File: src/rtl/acq_ctrl.sv
// Acquisition sequencer: a capture rising edge opens a gated hit-counting window on the enabled TDC channels.
// Latency: ARM one cycle after the capture edge cycle, gate open the cycle after; done FLUSH_CYCLES+1 after the last RUN cycle.
// Backpressure: none; hits are single-cycle pulses, counted when gated in RUN and dropped in every other state.
module acq_ctrl #(
    parameter int DATA_WIDTH   = 32,
    parameter int CHANNEL      = 8,
    parameter int FLUSH_CYCLES = 4
) (
    input  logic                  sys_clk,
    input  logic                  sys_rst_n,
    input  logic                  capture,
    input  logic [CHANNEL-1:0]    channel_on,
    input  logic [DATA_WIDTH-1:0] max_count,
    input  logic [DATA_WIDTH-1:0] max_time,
    input  logic [CHANNEL-1:0]    hit,
    output logic [CHANNEL-1:0]    gate_en,
    output logic                  busy,
    output logic                  done,
    output logic [1:0]            stop_cause,
    output logic [DATA_WIDTH-1:0] event_count,
    output logic [DATA_WIDTH-1:0] elapsed
);

    localparam int PCW = $clog2(CHANNEL + 1);
    localparam int SW  = DATA_WIDTH + 1;
    localparam int FCW = $clog2(FLUSH_CYCLES + 1);

    typedef enum logic [2:0] {
        S_IDLE,
        S_ARM,
        S_RUN,
        S_FLUSH,
        S_DONE
    } state_t;

    state_t                  state_q;
    logic                    capture_q;
    logic                    cap_low_q;
    logic [CHANNEL-1:0]      mask_q;
    logic [DATA_WIDTH-1:0]   cnt_lim_q;
    logic [DATA_WIDTH-1:0]   time_lim_q;
    logic [FCW-1:0]          flush_q;
    logic [CHANNEL-1:0]      gate_en_q;
    logic                    busy_q;
    logic                    done_q;
    logic [1:0]              stop_cause_q;
    logic [DATA_WIDTH-1:0]   event_count_q;
    logic [DATA_WIDTH-1:0]   elapsed_q;

    logic                    start;
    logic [PCW-1:0]          hit_cnt;
    logic [SW-1:0]           count_sum;
    logic [DATA_WIDTH-1:0]   event_count_d;
    logic [DATA_WIDTH-1:0]   elapsed_d;
    logic                    stop_cnt;
    logic                    stop_time;
    logic                    stop_abort;

    // A start needs capture to have been seen low since reset, so a level
    // still high when reset releases cannot open a window by itself.
    assign start = capture & ~capture_q & cap_low_q;

    // Next-value counters and stop conditions for the current RUN cycle.
    always_comb begin
        hit_cnt = '0;
        for (int i = 0; i < CHANNEL; i++) begin
            hit_cnt = hit_cnt + PCW'(hit[i] & mask_q[i]);
        end
        count_sum     = {1'b0, event_count_q} + SW'(hit_cnt);
        event_count_d = count_sum[DATA_WIDTH] ? '1 : count_sum[DATA_WIDTH-1:0];
        elapsed_d     = elapsed_q + DATA_WIDTH'(1);
        stop_cnt      = (cnt_lim_q != '0) && (event_count_d >= cnt_lim_q);
        stop_time     = (time_lim_q != '0) && (elapsed_d == time_lim_q);
        stop_abort    = ~capture;
    end

    // Sequencer FSM with registered outputs; reset clears everything, gate included.
    always_ff @(posedge sys_clk or negedge sys_rst_n) begin
        if (!sys_rst_n) begin
            state_q       <= S_IDLE;
            capture_q     <= 1'b0;
            cap_low_q     <= 1'b0;
            mask_q        <= '0;
            cnt_lim_q     <= '0;
            time_lim_q    <= '0;
            flush_q       <= '0;
            gate_en_q     <= '0;
            busy_q        <= 1'b0;
            done_q        <= 1'b0;
            stop_cause_q  <= 2'b00;
            event_count_q <= '0;
            elapsed_q     <= '0;
        end else begin
            capture_q <= capture;
            if (!capture) begin
                cap_low_q <= 1'b1;
            end
            done_q <= 1'b0;
            case (state_q)
                S_IDLE: begin
                    if (start) begin
                        state_q <= S_ARM;
                        busy_q  <= 1'b1;
                    end
                end
                S_ARM: begin
                    mask_q        <= channel_on;
                    cnt_lim_q     <= max_count;
                    time_lim_q    <= max_time;
                    event_count_q <= '0;
                    elapsed_q     <= '0;
                    stop_cause_q  <= 2'b00;
                    if (channel_on == '0) begin
                        state_q <= S_DONE;
                        busy_q  <= 1'b0;
                        done_q  <= 1'b1;
                    end else begin
                        state_q   <= S_RUN;
                        gate_en_q <= channel_on;
                    end
                end
                S_RUN: begin
                    event_count_q <= event_count_d;
                    elapsed_q     <= elapsed_d;
                    if (stop_cnt || stop_time || stop_abort) begin
                        if (stop_cnt) begin
                            stop_cause_q <= 2'b01;
                        end else if (stop_time) begin
                            stop_cause_q <= 2'b10;
                        end else begin
                            stop_cause_q <= 2'b11;
                        end
                        state_q   <= S_FLUSH;
                        gate_en_q <= '0;
                        flush_q   <= FCW'(FLUSH_CYCLES - 1);
                    end
                end
                S_FLUSH: begin
                    if (flush_q == '0) begin
                        state_q <= S_DONE;
                        busy_q  <= 1'b0;
                        done_q  <= 1'b1;
                    end else begin
                        flush_q <= flush_q - FCW'(1);
                    end
                end
                S_DONE: begin
                    state_q <= S_IDLE;
                end
                default: begin
                    state_q <= S_IDLE;
                end
            endcase
        end
    end

    assign gate_en     = gate_en_q;
    assign busy        = busy_q;
    assign done        = done_q;
    assign stop_cause  = stop_cause_q;
    assign event_count = event_count_q;
    assign elapsed     = elapsed_q;

endmodule

File: config.mk
export PLATFORM = sky130hd
export DESIGN_NAME = acq_ctrl
export DESIGN_NICKNAME = d
export VERILOG_FILES = /design/src/rtl/acq_ctrl.sv
export SDC_FILE = /design/constraint.sdc
export NUM_CORES = 1
export LEC_CHECK = 0
export CAP_MARGIN = 20
export CORE_ASPECT_RATIO = 2
export CORE_MARGIN = 5
export CORE_UTILIZATION = 49
export CTS_BUF_LIST = sky130_fd_sc_hd__clkbuf_4 sky130_fd_sc_hd__clkbuf_8
export CTS_CLUSTER_SIZE = 30
export DETAILED_ROUTE_END_ITERATION = 10
export DONT_BUFFER_PORTS = 1
export PLACE_DENSITY_LB_ADDON = 0.2
export SLEW_MARGIN = 20
export SYNTH_ARGS = -nofsm -noshare
export SYNTH_HDL_FRONTEND = slang
export SYNTH_SLANG_ARGS = --single-unit
export TNS_END_PERCENT = 100
File: constraint.sdc
create_clock -name sys_clk -period 8.8 [get_ports sys_clk]
set_input_delay 1.76 -clock sys_clk [delete_from_list [all_inputs] [get_ports sys_clk]]
set_output_delay 1.76 -clock sys_clk [all_outputs]
set_load 0.02 [all_outputs]
==> impl_metrics.json <==
{
  "run_status": "completed",
  "worstMarginPinSlew_ns": 1.022,
  "dp_cells": 1338,
  "period_needed_ns": 7.577,
  "cts.sinks": 156,
  "core_area_sq_um": 19280,
  "dpl_worst_slack_ns": 0.7187,
  "slowest_stage": "fa_1",
  "rsz0062_at_grt": "no",
  "crit_path_frequent_cell": "fa_1",
  "antenna_found_initial": 0,
  "cpPeakStageDelay_ns": 0.52,
  "setup_viol_count_final": 0,
  "finClkSkew_ns": 0.01047,
  "ys_ff_latch": 156,
  "powerDensity_nw_per_um2": 310.2,
  "fmax_ghz": 0.1320,
  "synth_top_area_share_pct": 40.77,
  "clk_path_buf_depth": 2,
  "port_buffers": 0,
  "yosys.area.top_type": "dfrtp_1",
  "numCtsBuffers": 17,
  "postPlaceCellArea_sq_um": 9738,
  "drtPass1Iterations": 4,
  "cts_setup_buffers": 0,
  "max_cap_violations": 0,
  "hpwl_um": 21310,
  "root_buffer": "clkbuf_8",
  "grt-ovfl-total": 0,
  "hold_ws_ns": 0.4640,
  "clk_latency_ns": 0.48,
  "leakagePower_nw": 4.720,
  "antenna-diode-count": 0,
  "hold_buffers": 0,
  "vias": 8359,
  "syn_area_sq_um": 9575,
  "required_ns": 9.17,
  "crit_path_end_kind": "register",
  "final_core_util_pct": 52.81,
  "synth_edf_count": 0,
  "drc": 0,
  "max_slew_margin_pct": 31.84,
  "wl_per_cell_um": 21.27,
  "crit_path_start_kind": "input port",
  "grt_usage_pct": 26.61,
  "cts_resized": 0,
  "finalCritPeriodShare_pct": 86.10,
  "p_total_mw": 3.158,
  "htreeDepth": 4,
  "synth_nets": 1261,
  "cp_max_fo": 21,
  "drtAntennaViolNets": 0,
  "vias_per_cell": 6.101,
  "grt_max_degree": 157,
  "avgSynthCellArea_sq_um": 8.459,
  "tritoncts": "built",
  "hold_class": "register to register",
  "grt_pass1_vias": 8561,
  "yosysSeqAreaShare_pct": 40.77,
  "synthArstFlopShare_pct": 100.0,
  "ys_dominant_reg_cell": "dfrtp_1",
  "final_cells": 1370,
  "std_cell_rows": 72,
  "worst-path-buf-inv": 4,
  "hold_viol_final": 0,
  "final_layout_size_suffix_gt1_share_pct": 5.311,
  "die_height_um": 207.7,
  "ys_top_cells_by_area": "dfrtp_1 (41%), nand2_1 (9.6%), ha_1 (5.4%)",
  "nets": 1227,
  "drtIter0Drc": 367,
  "area_delta_synth_final_pct": 6.324,
  "synth.distinct_cells": 68,
  "finalWirelength_um": 29130,
  "die_w_um": 108.8,
  "slew_violations": 0,
  "finalSetupTns_ns": 0,
  "layout_setup_ws_ns": 1.223,
  "clkTransAtPathRegs_ns": 0.09,
  "ir_worst_vdd_uv": 228.9,
  "synth_warnings": 0,
  "critPathKind": "input port to register",
  "crit_arrival_ns": 7.95,
  "routabilityCongestion": 0.9422,
  "netlist_instances": 1132,
  "pin_count": 159,
  "finalInstanceArea_sq_um": 10180,
  "start_util_pct": 49.67,
  "grt_pass1_wl_um": 46080,
  "die_area_sq_um": 22610,
  "cp_top_family": "adder cells"
}
[state kept, by name (all words and copies together) (netlist names), 3 cells and up]
signal,count
gate_en,8
mask_q,8
elapsed,32
event_count,32
flush_q,3
state_q,3
time_lim_q,32
cnt_lim_q,32
[layer usage]
layer	track usage, %	vias up	wire [um]
met5	0	-	0
met4	18.31	0	2072
met3	6.411	105	1743
met2	47.58	266	15620
met1	26.09	4057	9694
li1	-	3931	-
[final timing paths]
kind	slack, ns	cells past startpoint	to	startpoint
hold reg to reg	0.46	1	cap_low_q	cap_low_q
max in group asynchronous	7.56	0	mask_q[3]	sys_rst_n
setup / recovery	1.22	25	flush_q[0]	hit[0]
hold / removal	0.46	1	cap_low_q	cap_low_q
setup reg to reg	2.05	24	flush_q[0]	event_count[0]
min in group asynchronous	0.98	0	time_lim_q[7]	sys_rst_n
[cell usage after synthesis (all sizes together), types with 20 or more instances]
master	count
nand3	28
xnor2	37
o21ai	100
clkbuf	48
dfrtp	156
ha	41
inv	49
nand2	245
a21oi	48
nor2	59
and2	20
nand4	28
nor4	31
xor2	30
[logic make-up (layout without fill, tap and decap cells)]
family / count (synthesis) / in the layout / synth area share (%)
compound gates: 261 / 261 / 17.17
xor+xnor: 67 / 67 / 6.128
fa+ha+maj: 46 / 46 / 6.403
buf+inv: 111 / 90 / 4.547
flops: 156 / 156 / 40.77
mux: 4 / 4 / 0.4312
simple gates: 487 / 487 / 24.55
[worst reg2reg max path: stages, from the launching register on]
cell      delay [ns]
dfrtp_1         0.53
fa_1            0.60
inv_1           0.06
fa_1            0.52
inv_1           0.05
fa_1            0.50
fa_1            0.47
fa_1            0.41
a21o_1          0.19
a21oi_1         0.13
buf_4           0.17
nor3_1          0.12
nor2b_1         0.20
nand3_1         0.11
buf_4           0.25
nand2_1         0.11
ha_1            0.31
a21o_1          0.19
a211oi_1        0.20
o21ai_0         0.16
a22oi_1         0.33
and3_1          0.20
a22o_1          0.21
o211ai_2        0.29
a32o_1          0.32
[where the power goes]
group	internal, mW	switching (mW)	total, mW
clock	0.329	0.277	0.606
sequential	0.931	0.255	1.19
combinational	0.490	0.876	1.37
[placed cells by master, fill, tap and decap left out, types with 3 or more instances in the layout]
cell type / instances
nand2_1: 244
dfrtp_1: 156
o21ai_0: 99
nor2_1: 55
inv_1: 49
a21oi_1: 48
ha_1: 41
xnor2_1: 37
xor2_1: 30
nand3_1: 28
nor4_1: 28
nand4_1: 26
and2_1: 20
and3_1: 19
a31oi_1: 19
clkbuf_8: 19
and4_1: 16
a22o_1: 16
a21o_1: 13
o31ai_1: 12
nor3_1: 10
a311oi_1: 10
buf_4: 9
nor2b_1: 8
nand2b_1: 6
a211o_1: 5
o211ai_1: 5
fa_1: 5
nand3b_1: 4
a211oi_1: 4
bufinv_16: 4
mux2i_1: 3
or4_1: 3
a2111oi_0: 3
clkinv_2: 3
clkinvlp_4: 3
[layout make-up]
type	count	area, sq um
Fill cell	1913	9097
Multi-Input combinational cell	865	5259
Sequential cell	156	3904
Tap cell	259	324.1
Clock buffer	21	276.5
Inverter	49	183.9
Clock inverter	11	166.4
Timing Repair Buffer	9	67.56
No activity file was read; power rests on OpenSTA's default activity.
